[src/rtl/hazard_pkg.sv]
// hazard_pkg: shared FSM state encoding and instruction field positions for the hazard controller
package hazard_pkg;
  typedef enum logic [1:0] {ST_RUN = 2'd0, ST_FLUSH = 2'd1, ST_MEM_WAIT = 2'd2} state_e;
  localparam int RS1_LSB   = 15;
  localparam int RS2_LSB   = 20;
  localparam int REG_IDX_W = 5;
endpackage

[src/rtl/hazard_perf_cnt.sv]
// hazard_perf_cnt: saturating counters of IF/ID stall and flush cycles
module hazard_perf_cnt #(
  parameter int CNT_W = 32
) (
  input  logic             clk,
  input  logic             reset,
  input  logic             i_stall,
  input  logic             i_flush,
  output logic [CNT_W-1:0] stall_cycles,
  output logic [CNT_W-1:0] flush_cycles
);
  logic [CNT_W-1:0] r_stall, r_flush;
  always_ff @(posedge clk or posedge reset) begin
    if (reset) begin
      r_stall <= '0;
      r_flush <= '0;
    end else begin
      r_stall <= r_stall + CNT_W'(i_stall && !(&r_stall));
      r_flush <= r_flush + CNT_W'(i_flush && !(&r_flush));
    end
  end
  assign stall_cycles = r_stall;
  assign flush_cycles = r_flush;
endmodule

[src/rtl/pipeline_hazard_ctrl.sv]
// pipeline_hazard_ctrl: IF/ID + PC sequencing for load-use, branch redirect and imem wait.
// HAZARD_PERF_CNT_EN adds stall/flush cycle counters.
module pipeline_hazard_ctrl
  import hazard_pkg::*;
#(
  parameter int FLUSH_CYCLES = 1,
  parameter int MAX_WAIT     = 15,
  parameter int CNT_W        = 32
) (
  input  logic                 clk,
  input  logic                 reset,
  input  logic [31:0]          IFID_Instruction,
  input  logic                 IDEX_MemRead,
  input  logic [REG_IDX_W-1:0] IDEX_rd,
  input  logic                 branch_taken,
  input  logic                 imem_ready,
  output logic                 pc_write,
  output logic                 ifid_stall,
  output logic                 ifid_flush,
  output logic                 idex_bubble,
  output logic                 wait_timeout,
  output logic [1:0]           state_o
`ifdef HAZARD_PERF_CNT_EN
  ,
  output logic [CNT_W-1:0]     stall_cycles,
  output logic [CNT_W-1:0]     flush_cycles
`endif
);
  localparam logic [2:0] FLUSH_LOAD = 3'(FLUSH_CYCLES - 1);
  state_e r_state, w_next;
  logic [2:0] r_flush_cnt;
  logic [7:0] r_wait_cnt, w_wait_inc;
  logic r_timeout;
  logic [REG_IDX_W-1:0] w_rs1, w_rs2;
  logic w_flush, w_wait, w_load_use;
  assign w_rs1 = IFID_Instruction[RS1_LSB +: REG_IDX_W];
  assign w_rs2 = IFID_Instruction[RS2_LSB +: REG_IDX_W];
  // an in-progress flush owns the cycle; imem readiness is irrelevant while IF/ID is being cleared
  assign w_flush = branch_taken || r_state == ST_FLUSH;
  assign w_wait = !w_flush && !imem_ready;
  assign w_load_use = !w_flush && !w_wait && IDEX_MemRead && IDEX_rd != '0 &&
                      (IDEX_rd == w_rs1 || IDEX_rd == w_rs2);
  assign w_wait_inc = r_wait_cnt + 8'(r_wait_cnt != 8'hFF);
  always_comb begin
    w_next = branch_taken ? (FLUSH_CYCLES > 1 ? ST_FLUSH : ST_RUN) :
             r_state == ST_FLUSH ? (r_flush_cnt <= 3'd1 ? ST_RUN : ST_FLUSH) :
             w_wait ? ST_MEM_WAIT : ST_RUN;
  end
  always_ff @(posedge clk or posedge reset) begin
    if (reset) begin
      r_state     <= ST_RUN;
      r_flush_cnt <= '0;
      r_wait_cnt  <= '0;
      r_timeout   <= 1'b0;
    end else begin
      r_state     <= w_next;
      r_flush_cnt <= branch_taken ? FLUSH_LOAD : r_flush_cnt - 3'(r_state == ST_FLUSH);
      r_wait_cnt  <= w_wait ? w_wait_inc : '0;
      if (w_wait && w_wait_inc == 8'(MAX_WAIT)) r_timeout <= 1'b1;
    end
  end
  assign pc_write     = !reset && !w_wait && !w_load_use;
  assign ifid_stall   = !reset && (w_wait || w_load_use);
  assign ifid_flush   = !reset && w_flush;
  assign idex_bubble  = !reset && (w_flush || w_wait || w_load_use);
  assign wait_timeout = r_timeout;
  assign state_o      = r_state;
`ifdef HAZARD_PERF_CNT_EN
  hazard_perf_cnt #(.CNT_W(CNT_W)) u_perf (
    .clk          (clk),
    .reset        (reset),
    .i_stall      (ifid_stall),
    .i_flush      (ifid_flush),
    .stall_cycles (stall_cycles),
    .flush_cycles (flush_cycles)
  );
`endif
endmodule

[config.mk]
export PLATFORM = sky130hd
export DESIGN_NAME = pipeline_hazard_ctrl
export DESIGN_NICKNAME = d
export VERILOG_FILES = /design/src/rtl/hazard_pkg.sv /design/src/rtl/hazard_perf_cnt.sv /design/src/rtl/pipeline_hazard_ctrl.sv
export SDC_FILE = /design/constraint.sdc
export NUM_CORES = 1
export LEC_CHECK = 0
export CAP_MARGIN = 20
export CELL_PAD_IN_SITES_DETAIL_PLACEMENT = 1
export CELL_PAD_IN_SITES_GLOBAL_PLACEMENT = 2
export CORE_ASPECT_RATIO = 0.7
export CORE_MARGIN = 1
export CORE_UTILIZATION = 22
export CTS_CLUSTER_DIAMETER = 200
export DETAILED_ROUTE_END_ITERATION = 10
export GPL_ROUTABILITY_DRIVEN = 1
export GPL_TIMING_DRIVEN = 0
export PLACE_DENSITY_LB_ADDON = 0.1
export SLEW_MARGIN = 20
export SYNTH_ARGS = -nofsm -noshare
export SYNTH_HDL_FRONTEND = slang
export SYNTH_SLANG_ARGS = --single-unit
[constraint.sdc]
create_clock -name clk -period 5.5 [get_ports clk]
set_clock_uncertainty 0.1 [all_clocks]
set_input_delay 1.65 -clock clk [delete_from_list [all_inputs] [get_ports clk]]
set_output_delay 1.65 -clock clk [all_outputs]
set_load 0.01 [all_outputs]
# Word-level counts from Yosys, hierarchy flattened
# Cells that the tools add are included.
# W data, S select, Z words.
# totals
elab_cells,40
out_inout_bits,7
input_bits,42
register_bits,14
# op_classes
n_reduce_logical,22
n_eq_ne,5
add_sub_neg,2
muxes,6
n_lt_le_gt_ge,1
# ops
cell,count
$logic_and A1 B1 Y1,11
$eq A5 B5 Y1,2
$add A8 B1 Y8,1
$eq A8 B4 Y1 const B,1
$mux W8,1
$ne A8 B8 Y1 const B,1
$mux W2,3
$logic_not A1 Y1,5
$logic_or A1 B1 Y1,5
$reduce_bool A5 Y1,1
$le A3 B1 Y1 const B,1
$mux W3,1
$sub A3 B1 Y3,1
$eq A2 B1 Y1 const B,1
$mux W1,1

# Logic depth before layout (Yosys ltp)
# Gate-level depths: netlist of run 1.
# depth
ltp_word,11
ltp_mapped,8
depth_no_buf,8

# Least setup slack after synthesis of run 1
# OpenSTA, ideal clock, no wires.
# synth_timing
path_type,in2out
from,input port IDEX_rd[0]
to,output port idex_bubble
t_arrival_ns,2.609
path_buffers,0
path_slack_ns,1.141
required_ns,3.750
stages,4
path_cell_list,or4_1 -> o21ai_0 -> a31o_2 -> a31oi_1
# synth_between
elab_chain_cells,5
elab_cells_between_ends,8
cone_classes,eq/ne (2); reduce/logical (6)
# synth_rtl
item,line_no,source
"start, declared",pipeline_hazard_ctrl.sv:14,"input logic [REG_IDX_W-1:0] IDEX_rd,"
$eq A5 B5 Y1 or $reduce_bool A5 Y1 (tied branches),"pipeline_hazard_ctrl.sv:42, pipeline_hazard_ctrl.sv:41",
$logic_or A1 B1 Y1 or $logic_and A1 B1 Y1 (tied branches),"pipeline_hazard_ctrl.sv:42, pipeline_hazard_ctrl.sv:41",
$logic_and A1 B1 Y1 (*),pipeline_hazard_ctrl.sv:41,assign w_load_use = !w_flush && !w_wait && IDEX_MemRead && IDEX_rd != '0 &&
$logic_or A1 B1 Y1 (*),pipeline_hazard_ctrl.sv:65,assign idex_bubble = !reset && (w_flush || w_wait || w_load_use);
$logic_and A1 B1 Y1 (*),pipeline_hazard_ctrl.sv:65,
"end, declared",pipeline_hazard_ctrl.sv:20,"output logic idex_bubble,"
# Every way passes the cells marked *; elsewhere a longest branch is shown, timed or not.

# Worst setup path after layout of run 1
# layout_timing
from,input port IDEX_rd[0]
to,output port pc_write
# layout_between
elab_chain_cells,5
elab_cells_between_ends,8
cone_classes,eq/ne (2); reduce/logical (6)
# layout_rtl
item,line_no,source
$eq A5 B5 Y1 or $reduce_bool A5 Y1 (tied branches),"pipeline_hazard_ctrl.sv:42, pipeline_hazard_ctrl.sv:41",
$logic_or A1 B1 Y1 or $logic_and A1 B1 Y1 (tied branches),"pipeline_hazard_ctrl.sv:42, pipeline_hazard_ctrl.sv:41",
$logic_and A1 B1 Y1 (*),pipeline_hazard_ctrl.sv:41,
$logic_not A1 Y1 (*),pipeline_hazard_ctrl.sv:62,assign pc_write = !reset && !w_wait && !w_load_use;
$logic_and A1 B1 Y1 (*),pipeline_hazard_ctrl.sv:62,
"end, declared",pipeline_hazard_ctrl.sv:17,"output logic pc_write,"
# Marked as above.

==> out/metrics.yaml, run 1 <==
route:
  vias: 700
  wire_per_inst_um: 13.1
  totalWireLength_um: 2140
  via_per_inst: 4.29
  drc: 0
  dr.pass1.iters: 4
  drt-initial-drc-count: 9
  ant_nets: 0
setup_path:
  cp-end-kind: "output pin"
  cp_common_cell: "clkdlybuf4s50_1"
  critPathTopFamily: "buffers and inverters"
  crit_path_end: "pc_write"
  start_kind: "primary input"
  worst-endpoint-arrival_ps: 3630
  crit_path_cell_trace: "clkdlybuf4s50_1, or4_1, o21ai_1, o311a_1, clkdlybuf4s50_1"
  r2r_start: "r_wait_cnt[2]"
  critical_path_class: "primary input to output pin"
  required_ps: 3750
  cp.depth: 5
  r2r_cells: 8
  slowest_delay_ps: 550
  critPathSlowestCell: "or4_1"
  worstSetupStartpoint: "IDEX_rd[0]"
  path_buf_inv: 2
  crit_path_max_fanout: 3
  rrSetupSlack_ps: 3300
  reg2reg_to: "wait_timeout"
logic_synthesis:
  ys_types: 29
  synth-seq-area-share_pct: 42.6
  synth_compound_area_share_pct: 6.85
  yosys.area_share.simple_pct: 22.5
  synthAdderAreaFrac_pct: 6.09
  synth.top_cell.area_share_pct: 42.6
  postSynthAreaPerCell_um2: 9.90
  yosys_warnings: 0
  netlist_top_cells_area: "dfrtp_1, xor2_1, nor2_1"
  synth_top_family_by_area: "simple AND/OR/NAND/NOR gates"
  ys_ff_latch: 14
  muxShareOfSynthArea_pct: 0
  synth_area_um2: 822
  synth_nets: 129
  synth_cells: 83
  synth_top_area_cell: "dfrtp_1"
  synth_xor_area_share_pct: 18.1
layout:
  fillers: 434
  regArea_um2: 350
  antennaDiodeCount: 0
  layout.cells.most_common: "clkdlybuf4s50_1"
  multi_input_area_um2: 440
  final_cell_mix: "clkdlybuf4s50_1, xor2_1, nor2_1, dfrtp_1"
  nets: 160
  drive_gt1_share_pct: 7.96
  area.growth.synth_to_final_pct: 46.0
sta:
  setup_tns_ps: 0
  slew_headroom_pct: 60.8
  min_period_over_period_pct: 97.8
  hold_viol: 0
  fin_ws_ps: 124
  clock.fmax_mhz: 186
  fin_crit_ps: 5380
  maxSlewViolCount: 0
  finalSetupViolCount: 0
  rsz0062_at_grt: "no"
  worst_pin_slew_ps: 587
clock_network:
  post_cts_buffers: 0
  clock_latency_ps: 240
  htree_levels: 1
  cts_buffers: 3
  cts_tree: "done"
  path_clk_slew_ps: 60
  postCtsHoldBufs: 0
  cts_buffer_depth: 2
  clock_sinks: 14
  cts_root_buf: "clkbuf_8"
placed_design:
  dp_hpwl_um: 1720
  dp_slack_ps: 8.85
  io_buffers: 26
  place_congestion: 0.686
power_and_ir_drop:
  swShare_pct: 22.0
  ir_drop_mv: 0.0794
  p_int_w: 0.000191
  pwr_density_cell_nw_per_um2: 204
  p_sw_w: 0.0000540
  leakagePower_nw: 0.522
  power_frac_comb_pct: 16.6
  p_clk_share_pct: 40.5
  p_seq_share_pct: 42.8
global_routing:
  grt_util_all_layers_pct: 12.1
  grt-ovfl-total: 0
  busiest_layer: "met2"
  gr-usage-met2_pct: 18.3
  antenna_found_initial: 0
  use_met1_pct: 16.0
  grt_pass1_vias: 724
  grt_pass1_wl_um: 3440
  grt_max_degree: 16
  grt_use_met3_pct: 4.76
worst_hold_path:
  hold_depth: 1
  hp-class: "register to register"
die:
  start_util_pct: 23.1
  io_pins: 49
  rows: 18
  die-area_um2: 3990
  fp.dieW_um: 75.1
  core_area_um2: 3560
  die_h_um: 53.1
outcome:
  status: "finished clean"
job:
  drv_cap: 0
## metal layers
metal  vias up  share of wire [%]  wire, um
met5         -                  0         0
met2        19                 44       943
li1        344                  -         -
met1       335                 47       997
met3         2                8.8       189
met4         0               0.47        10
## timing repair
action,CTS,global route
endpoints found under the setup margin,1,0
hold endpoints to repair,0,0
resized for setup,1,0
## power by group through the flow
stage           logic, W  clock network [W]  registers, W
3_5_place_dp   0.0000413                  0      0.000107
4_1_cts        0.0000417           0.000105      0.000105
2_1_floorplan  0.0000162                  0      0.000107
5_1_grt        0.0000450           0.000111      0.000105
3_3_place_gp   0.0000413                  0      0.000107
6_report       0.0000408          0.0000993      0.000105
## state kept, by name (all words and copies together) (netlist names)
signal        flops
r_wait_cnt        8
wait_timeout      1
state_o           2
r_flush_cnt       3
## Yosys cell counts (all sizes together)
library cell / instances
xor2: 15
clkinv: 1
or2b: 1
nand4: 1
or3: 2
o32ai: 1
a41o: 1
nand2b: 1
buf: 1
a31o: 1
and4: 1
a22oi: 1
and2: 2
nand2: 1
nor3: 3
and3: 2
and4b: 1
or4: 1
nor3b: 1
inv: 4
nor2: 14
o311a: 1
a31oi: 1
nand3: 4
xnor2: 2
ha: 4
o21ai: 1
dfrtp: 14
## area by class of cell
class	count	share of cell area [%]
Clock buffer	4	4.59
Multi-Input combinational cell	63	36.7
Buffer	1	0.938
Tap cell	50	5.21
Inverter	5	1.67
Timing Repair Buffer	26	21.7
Sequential cell	14	29.2
## cells by family (layout without fill, tap and decap cells)
family / Yosys count / in the layout
xor+xnor: 17 / 17
buf+inv: 6 / 36
flops: 14 / 14
simple gates: 35 / 35
compound gates: 7 / 7
fa+ha+maj: 4 / 4
## metrics by stage
stage          instance area, um2  hold WS (ps)  std cells  power [W]  util (%)
2_1_floorplan                 822           403         83   0.000123         -
3_3_place_gp                 1140           364        159   0.000148      32.2
3_5_place_dp                 1140           363        159   0.000148      32.2
4_1_cts                      1200           376        163   0.000252      33.7
5_1_grt                      1200           400        163   0.000261      33.7
6_report                     1200           369        163   0.000245      33.7
## worst min-delay path by stage
| stage | startpoint | to | slack, ps |
|---|---|---|---|
| after global placement | wait_timeout | wait_timeout | 360 |
| after global routing | wait_timeout | wait_timeout | 400 |
| after CTS | wait_timeout | wait_timeout | 380 |
| final | wait_timeout | wait_timeout | 370 |
| after floorplan | wait_timeout | wait_timeout | 400 |
| after detailed placement | wait_timeout | wait_timeout | 360 |
No activity file was read; power rests on OpenSTA's default activity.
==> run 2, diff against run 1 <==
Settings changed: HOLD_SLACK_MARGIN set to 0.03, PLACE_DENSITY set to 0.83, PLACE_DENSITY_LB_ADDON 0.1 to not set.
==> run 2 against run 1 <==
Combinational power hardly changed. First-iteration DRC count grew to 2.7 times the previous value. Critical path depth increased by 1. Fmax rose by 0.21%. Largest cell class unchanged.
==> out/metrics.yaml, run 2 (same netlist as run 1, synthesis figures left out) <==
outcome:
  status: "finished clean"
clock_network:
  cts_tree: "done"
  post_cts_buffers: 0  # unchanged
  path_clk_slew_ps: 60  # about the same
  clock_sinks: 14  # unchanged
  clock_latency_ps: 250  # about the same
  htree_levels: 1  # unchanged
  postCtsHoldBufs: 0  # unchanged
  cts_buffers: 3  # unchanged
  cts_buffer_depth: 2  # unchanged
  cts_root_buf: "clkbuf_8"
setup_path:
  crit_path_end: "idex_bubble"
  worstSetupStartpoint: "IDEX_rd[0]"
  r2r_cells: 8  # unchanged
  required_ps: 3750  # about the same
  critPathSlowestCell: "or4_1"
  r2r_start: "r_wait_cnt[2]"
  reg2reg_to: "wait_timeout"
  rrSetupSlack_ps: 3310  # about the same
  crit_path_max_fanout: 3  # unchanged
  cp-end-kind: "output pin"
  crit_path_cell_trace: "clkdlybuf4s50_1, or4_1, o21ai_1, a31o_2, a31oi_1, clkdlybuf4s50_1"
  cp_common_cell: "clkdlybuf4s50_1"
  slowest_delay_ps: 530  # -20 ps
  worst-endpoint-arrival_ps: 3620  # about the same
  critical_path_class: "primary input to output pin"
  start_kind: "primary input"
sta:
  setup_tns_ps: 0  # unchanged
  fin_crit_ps: 5370  # -11.0 ps
  maxSlewViolCount: 0  # unchanged
  finalSetupViolCount: 0  # unchanged
  clock.fmax_mhz: 186  # +0.21%
  hold_viol: 0  # unchanged
  rsz0062_at_grt: "no"
  worst_pin_slew_ps: 573  # -14.1 ps
  slew_headroom_pct: 61.8  # +0.94 points
  min_period_over_period_pct: 97.6  # -0.20 points
route:
  drc: 0  # unchanged
  wire_per_inst_um: 13.1  # about the same
  vias: 701  # +0.14%
  totalWireLength_um: 2140  # about the same
  drt-initial-drc-count: 24  # +15
  dr.pass1.iters: 4  # unchanged
  ant_nets: 0  # unchanged
  via_per_inst: 4.30  # +0.14%
layout:
  nets: 160  # unchanged
  fin_cells: 163  # unchanged
  area.growth.synth_to_final_pct: 46.0  # unchanged
  drive_gt1_share_pct: 7.96  # unchanged
  largest-register: "r_wait_cnt"
  final_cell_mix: "clkdlybuf4s50_1, xor2_1, nor2_1, dfrtp_1"
  layout.cells.most_common: "clkdlybuf4s50_1"
  antennaDiodeCount: 0  # unchanged
  largest_reg_flops: 8  # unchanged
power_and_ir_drop:
  pwr_density_cell_nw_per_um2: 205  # +0.58%
  leakagePower_nw: 0.522  # unchanged
  power.total_w: 0.000247  # +0.58%
  ir_drop_mv: 0.112  # +42%
placed_design:
  io_buffers: 26  # unchanged
  placed_cells: 159  # unchanged
  place_congestion: 0.758  # +10%
  dp_hpwl_um: 1740  # +1.2%
global_routing:
  use_met1_pct: 17.2  # +1.2 points
  grt_max_degree: 16  # unchanged
  grt_pass1_vias: 777  # +7.3%
  grt_use_met3_pct: 4.38  # -0.38 points
  grt_util_all_layers_pct: 13.2  # +1.1 points
  antenna_found_initial: 0  # unchanged
  gr-usage-met2_pct: 20.6  # +2.3 points
  grt-ovfl-total: 0  # unchanged
  busiest_layer: "met2"
  grt_pass1_wl_um: 3750  # +9.0%
job:
  drv_cap: 0  # unchanged
worst_hold_path:
  hold_depth: 1  # unchanged
  hp-class: "register to register"
die:
  die-area_um2: 3990  # unchanged
  start_util_pct: 23.1  # unchanged
  io_pins: 49  # unchanged
  fp.dieW_um: 75.1  # unchanged
  die_h_um: 53.1  # unchanged
  rows: 18  # unchanged
  core_area_um2: 3560  # unchanged
## run 2: timing repair
action                                  CTS  global route
endpoints found under the setup margin    0             3
gates resized for setup                   0             1
endpoints found under the hold margin     0             0
## run 2: report_power, final
part / internal, W / switching [W]
registers: 0.000104 / 0.000000743
logic: 0.0000236 / 0.0000174
clock network: 0.0000634 / 0.0000373
total: 0.000191 / 0.0000554
## run 2: per-stage QoR
step	util (%)	hold slack [ps]	setup WS (ps)	cell area (um2)
after detailed placement	32.2	391	21.9	1140
after global routing	33.7	425	31.1	1200
after global placement	32.2	368	75.7	1140
after floorplan	-	403	1140	822
final	33.7	387	135	1200
after CTS	33.7	402	24.5	1200
## run 2: layout make-up
class,count,area [um2]
inverters,5,20.0
flip-flops and latches,14,350
multi-input cells,63,440
clock buffers,4,55.1
plain buffers,1,11.3
well taps,50,62.6
repair buffers,26,260
fillers,437,2360
## run 2: how the worst min path moves through the flow
stage | start | endpoint | slack, ps
6_report | wait_timeout | wait_timeout | 390
5_1_grt | wait_timeout | wait_timeout | 430
4_1_cts | wait_timeout | wait_timeout | 400
3_5_place_dp | wait_timeout | wait_timeout | 390
3_3_place_gp | wait_timeout | wait_timeout | 370
2_1_floorplan | wait_timeout | wait_timeout | 400
## run 2: worst max-delay path: cells and delay by family
family | cells | cell delay [ps]
buffers and inverters | 2 | 960
AND/OR/NAND/NOR | 1 | 530
AO/OA/AOI/OAI | 3 | 470
## run 2: metal layers
metal / wire, um / vias to the layer above
met5: 0 / -
met4: 13 / 0
met3: 99 / 2
met2: 972 / 13
met1: 1050 / 340
li1: - / 346
==> run 3, diff against run 2 <==
Settings changed: CTS_CLUSTER_SIZE set to 24, SLEW_MARGIN 20 to 10.
==> results of run 3 <==
Same layout as run 2: the final DEF is identical, and so are final timing and power.
